### src/rtl/cfg_change_streamer.sv
// Shadows a flat configuration bus, scans it one word per cycle and emits every
// word that differs from its shadow copy as a single AXI-Stream beat.
module cfg_change_streamer #(
  parameter  int CFG_DATA_WIDTH = 1024,
  parameter  int AXI_DATA_WIDTH = 32,
  localparam int NWORDS         = CFG_DATA_WIDTH / AXI_DATA_WIDTH,
  localparam int IDX_W          = (NWORDS > 1) ? $clog2(NWORDS) : 1
) (
  input  logic                      aclk,
  input  logic                      aresetn,
  input  logic [CFG_DATA_WIDTH-1:0] cfg_data,
  input  logic                      enable,
  input  logic                      resync,
  output logic [AXI_DATA_WIDTH-1:0] m_axis_tdata,
  output logic [IDX_W-1:0]          m_axis_tuser,
  output logic                      m_axis_tlast,
  output logic                      m_axis_tvalid,
  input  logic                      m_axis_tready,
  output logic                      pass_done
);

  typedef enum logic [1:0] {
    ST_IDLE = 2'd0,
    ST_SCAN = 2'd1,
    ST_SEND = 2'd2
  } state_e;

  localparam logic [IDX_W-1:0] LAST_IDX = IDX_W'(NWORDS - 1);

  state_e                                 state_q, state_d;
  logic [NWORDS-1:0][AXI_DATA_WIDTH-1:0]  shadow_q, shadow_d;
  logic [IDX_W-1:0]                       ptr_q, ptr_d;
  logic                                   pend_q, pend_d;
  logic [AXI_DATA_WIDTH-1:0]              tdata_q, tdata_d;
  logic [IDX_W-1:0]                       tuser_q, tuser_d;
  logic                                   tlast_q, tlast_d;
  logic                                   tvalid_q, tvalid_d;
  logic                                   pass_done_q, pass_done_d;

  logic [NWORDS-1:0][AXI_DATA_WIDTH-1:0]  cfg_words_s;
  logic [AXI_DATA_WIDTH-1:0]              cur_word_s;
  logic                                   ptr_wrap_s;
  logic                                   do_resync_s;

  function automatic logic [IDX_W-1:0] next_idx(input logic [IDX_W-1:0] idx);
    if (idx == LAST_IDX) begin
      return '0;
    end else begin
      return idx + IDX_W'(1);
    end
  endfunction

  assign cfg_words_s = cfg_data;
  assign cur_word_s  = cfg_words_s[ptr_q];
  assign ptr_wrap_s  = (ptr_q == LAST_IDX);
  // A resync requested during SEND is held in pend_q and honoured once the beat is gone.
  assign do_resync_s = resync | pend_q;

  // Next-state, shadow update and output-register logic of the scan FSM.
  always_comb begin
    state_d     = state_q;
    shadow_d    = shadow_q;
    ptr_d       = ptr_q;
    pend_d      = pend_q;
    tdata_d     = tdata_q;
    tuser_d     = tuser_q;
    tlast_d     = tlast_q;
    tvalid_d    = tvalid_q;
    pass_done_d = 1'b0;

    case (state_q)
      ST_IDLE: begin
        if (do_resync_s) begin
          shadow_d = cfg_words_s;
          ptr_d    = '0;
          pend_d   = 1'b0;
        end else begin
          shadow_d = shadow_q;
        end
        state_d = enable ? ST_SCAN : ST_IDLE;
      end

      ST_SCAN: begin
        if (do_resync_s) begin
          shadow_d = cfg_words_s;
          ptr_d    = '0;
          pend_d   = 1'b0;
          state_d  = enable ? ST_SCAN : ST_IDLE;
        end else if (cur_word_s != shadow_q[ptr_q]) begin
          shadow_d[ptr_q] = cur_word_s;
          tdata_d         = cur_word_s;
          tuser_d         = ptr_q;
          tlast_d         = ptr_wrap_s;
          tvalid_d        = 1'b1;
          state_d         = ST_SEND;
        end else begin
          ptr_d       = next_idx(ptr_q);
          pass_done_d = ptr_wrap_s;
          state_d     = enable ? ST_SCAN : ST_IDLE;
        end
      end

      ST_SEND: begin
        pend_d = pend_q | resync;
        // The pointer only moves past a changed word once its beat is accepted.
        if (m_axis_tready) begin
          tvalid_d    = 1'b0;
          ptr_d       = next_idx(ptr_q);
          pass_done_d = ptr_wrap_s;
          state_d     = enable ? ST_SCAN : ST_IDLE;
        end else begin
          tvalid_d = 1'b1;
          state_d  = ST_SEND;
        end
      end

      default: begin
        state_d  = ST_IDLE;
        tvalid_d = 1'b0;
      end
    endcase
  end

  // State, shadow copy and registered stream outputs.
  always_ff @(posedge aclk or negedge aresetn) begin
    if (!aresetn) begin
      state_q     <= ST_IDLE;
      shadow_q    <= '0;
      ptr_q       <= '0;
      pend_q      <= 1'b0;
      tdata_q     <= '0;
      tuser_q     <= '0;
      tlast_q     <= 1'b0;
      tvalid_q    <= 1'b0;
      pass_done_q <= 1'b0;
    end else begin
      state_q     <= state_d;
      shadow_q    <= shadow_d;
      ptr_q       <= ptr_d;
      pend_q      <= pend_d;
      tdata_q     <= tdata_d;
      tuser_q     <= tuser_d;
      tlast_q     <= tlast_d;
      tvalid_q    <= tvalid_d;
      pass_done_q <= pass_done_d;
    end
  end

  assign m_axis_tdata  = tdata_q;
  assign m_axis_tuser  = tuser_q;
  assign m_axis_tlast  = tlast_q;
  assign m_axis_tvalid = tvalid_q;
  assign pass_done     = pass_done_q;

endmodule

### config.mk
export PLATFORM = sky130hd
export DESIGN_NAME = cfg_change_streamer
export DESIGN_NICKNAME = d
export VERILOG_FILES = /design/src/rtl/cfg_change_streamer.sv
export SDC_FILE = /design/constraint.sdc
export NUM_CORES = 2
export LEC_CHECK = 0
export BUFFER_PORTS_ARGS = -buffer_cell sky130_fd_sc_hd__buf_2
export CORE_MARGIN = 4
export CORE_UTILIZATION = 30
export CTS_BUF_LIST = sky130_fd_sc_hd__clkbuf_4
export DETAILED_ROUTE_END_ITERATION = 10
export SLEW_MARGIN = 0
export SYNTH_ARGS = -nofsm -noshare
export SYNTH_HDL_FRONTEND = slang
export SYNTH_SLANG_ARGS = --single-unit
### constraint.sdc
create_clock -name aclk -period 8.75 [get_ports aclk]
set_input_delay 1.75 -clock aclk [delete_from_list [all_inputs] [get_ports aclk]]
set_output_delay 1.75 -clock aclk [all_outputs]
set_load 0.01 [all_outputs]
==> results.toml <==
[cts]
cts-resized-gates = 0
clock_sinks = 1072
cts_tree = "yes"
cts_setup_buffers = 0
numCtsBuffers = 326
h-tree-depth = 5
clk_pin_slew_ns = 0.07
clk_latency_ns = 1.43
cts_buffer_depth = 4
root_buffer = "clkbuf_4"
postCtsHoldBufs = 0

[synthesis]
synth_top_cell_area_share_pct = 38.2
synth_edf_count = 0
syn_area_um2 = 70300
synth_ff_type = "dfrtp_1"
yosys.area.top_type = "dfrtp_1"
ys_seq_area_share_pct = 38.2
synthTopCellsByArea = "dfrtp_1 (38%), mux2i_1 (15%), mux2_4 (14%), a22o_1 (11%), o22ai_1 (5.7%)"
synthArstFlopShare_pct = 100
ys_ff_latch = 1072
syn_nets = 7022
synth_area_per_cell_um2 = 11.7
synth.distinct_cells = 45
postSynthCellCount = 5984
yosys_warnings = 0

[sta]
tightest_slew_ns = 1.23
finalCritPeriodShare_pct = 82.0
hold_violations = 0
timing.fmax_mhz = 139
rsz0062_at_grt = "false"
maxSlewViolCount = 0
final.setup.tns_ns = 0
worst_slack_ns = 1.58
setup-violations-final = 0
whs_ns = 0.345
finClkSkew_ns = 0.128
fin_crit_ns = 7.17
max-slew-margin-rel_pct = 15.4

[place]
port_buffers = 1068
place_congestion = 1.04
numPlacedInstances = 9670
post-dp-hpwl_mm = 339
post_dp_cell_area_um2 = 78400
dpl_worst_slack_ns = 1.94

[routing]
drt_iter0_drc = 9701
vias_per_cell = 6.46
firstDrtPassIters = 6
drc = 0
dr_total_vias = 67400
wire_per_inst_um = 43.7
drtAntennaViolNets = 0
wirelength_mm = 456

[critical_path]
cpPeakStageDelay_ns = 1.09
cp_max_fo = 67
critical_path.cell_chain = "buf_4 > buf_4 > mux2i_1 > o22ai_1 > nor4_1 > nand2_1 > xor2_1 > nor4_1 > nand4_1 > or2_4 > buf_4 > a21o_2 > buf_4 > mux2_2"
critPathArrivalTime_ns = 8.40
crit_path_frequent_cell = "buf_4"
path_class = "reg2reg"
crit_buf_inv = 4
crit_path_end_kind = "register"
cp.required_ns = 9.98
cp_top_family = "buffers and inverters"
slowest_stage = "dfrtp_4"
start_kind = "register"

[global_routing]
met3_usage_pct = 25.8
grt_pass1_wl_mm = 594
grt_max_degree = 201
grt_pass1_vias = 63300
grt_use_met1_pct = 45.4
antenna_found_initial = 534
grt_usage_pct = 35.7
grt_busiest_layer = "met1"
grt.overflow.total = 0
use_met2_pct = 43.2

[cells_and_area]
most-common-layout-cells = "dfrtp_1 (1071), buf_2 (1067), mux2i_1 (1026), a22o_1 (896), mux2_4 (660)"
fin_util_pct = 35.6
nNetsFinal = 7904
final_common_cell = "dfrtp_1"
final_cells = 10400
drive_above_1_share_pct = 39.1
nFillCells = 23300
finalInstanceArea_um2 = 82800
synthToLayoutAreaGrowth_pct = 17.8

[die]
rows = 177
start_util_pct = 30.2
fp.coreArea_um2 = 233000
die_area_um2 = 242000
num_io_pins = 1069
die_h_um = 492
die_x_um = 492

[worst_hold_path]
hp-class = "in2async"

[power_and_ir_drop]
peakVddDrop_v = 0.000310
total_power_mw = 29.2
p_per_area_nw_per_um2 = 353
p_leak_nw = 34.4

[status]
outcome = "finished, final reports clean"

[job]
maxCapViolations = 0
## report_power, final
group / internal (mW) / total [mW] / switching (mW)
registers: 7.55 / 9.16 / 1.60
clock network: 2.55 / 5.05 / 2.51
logic: 6.93 / 15.0 / 8.05
## worst register-to-register path, delay by kind of cell (launching register included)
| kind | cells | cell delay [ns] |
|---|---|---|
| compound gates | 2 | 0.40 |
| xor+xnor | 1 | 0.38 |
| buf+inv | 4 | 2.57 |
| flops | 1 | 1.09 |
| mux | 2 | 1.29 |
| simple gates | 5 | 1.33 |
## final timing paths
kind | startpoint | end | slack, ns | cells past startpoint
max reg2reg | ptr_q[0] | shadow_q[960] | 1.58 | 14
min in group aclk | m_axis_tdata[25] | m_axis_tdata[25] | 0.50 | 1
min reg2reg | m_axis_tdata[25] | m_axis_tdata[25] | 0.50 | 1
min | aresetn | shadow_q[880] | 0.34 | 1
max in group asynchronous | aresetn | shadow_q[988] | 6.44 | 3
max | ptr_q[0] | shadow_q[960] | 1.58 | 14
## flip-flops by register name, indices dropped and copies added (netlist names)
register / cells
m_axis_tlast: 1
m_axis_tdata: 32
shadow_q: 1024
state_q: 2
m_axis_tvalid: 1
pass_done: 1
pend_q: 1
ptr_q: 5
m_axis_tuser: 5
## synth_stat cells (2+ instances only)
master	count
a211oi_1	129
a21o_1	22
a21o_2	2
a21oi_1	35
a22o_1	896
and2_1	3
and3_1	4
buf_1	10
buf_2	208
buf_4	26
buf_6	72
clkbuf_1	387
dfrtp_1	1072
ha_1	9
inv_1	8
mux2_2	276
mux2_4	660
mux2i_1	1026
nand2_1	104
nand2b_1	3
nand3_1	5
nand4_1	3
nand4b_1	2
nand4bb_1	6
nor2_1	44
nor3_1	7
nor4_1	136
o21ai_0	3
o22ai_1	642
o2bb2ai_1	128
o32ai_2	5
or3_1	4
or4b_2	4
xor2_1	32
## layout make-up
class                      count  area, um2  share of cell area, %
timing repair buffer        1257       7160                   8.65
clock buffer                 475       3570                   4.31
antenna                      224        561                  0.677
multi-input combinational   4201      40400                   48.8
inverter                       8       30.0                 0.0363
clock inverter                61        312                  0.376
sequential                  1072      26800                   32.4
tap                         3132       3920                   4.73
## metal layers
metal / vias up / part of all wire, % / routed length, um
met5: - / 0.55 / 2530
met4: 400 / 5.9 / 26900
met3: 1253 / 19 / 84600
li1: 25800 / - / -
met2: 5562 / 36 / 163000
met1: 34500 / 39 / 178000
## cells by family after synthesis
family | share of synthesized area, %
buffers and inverters | 5.07
adders and majority gates | 0.160
muxes | 33.1
AOI/OAI and AO/OA | 20.5
xor gates and xnor gates | 0.399
DFF | 38.2
and+or+nand+nor | 2.55
Note: power is estimated with default switching activity, not from simulation.
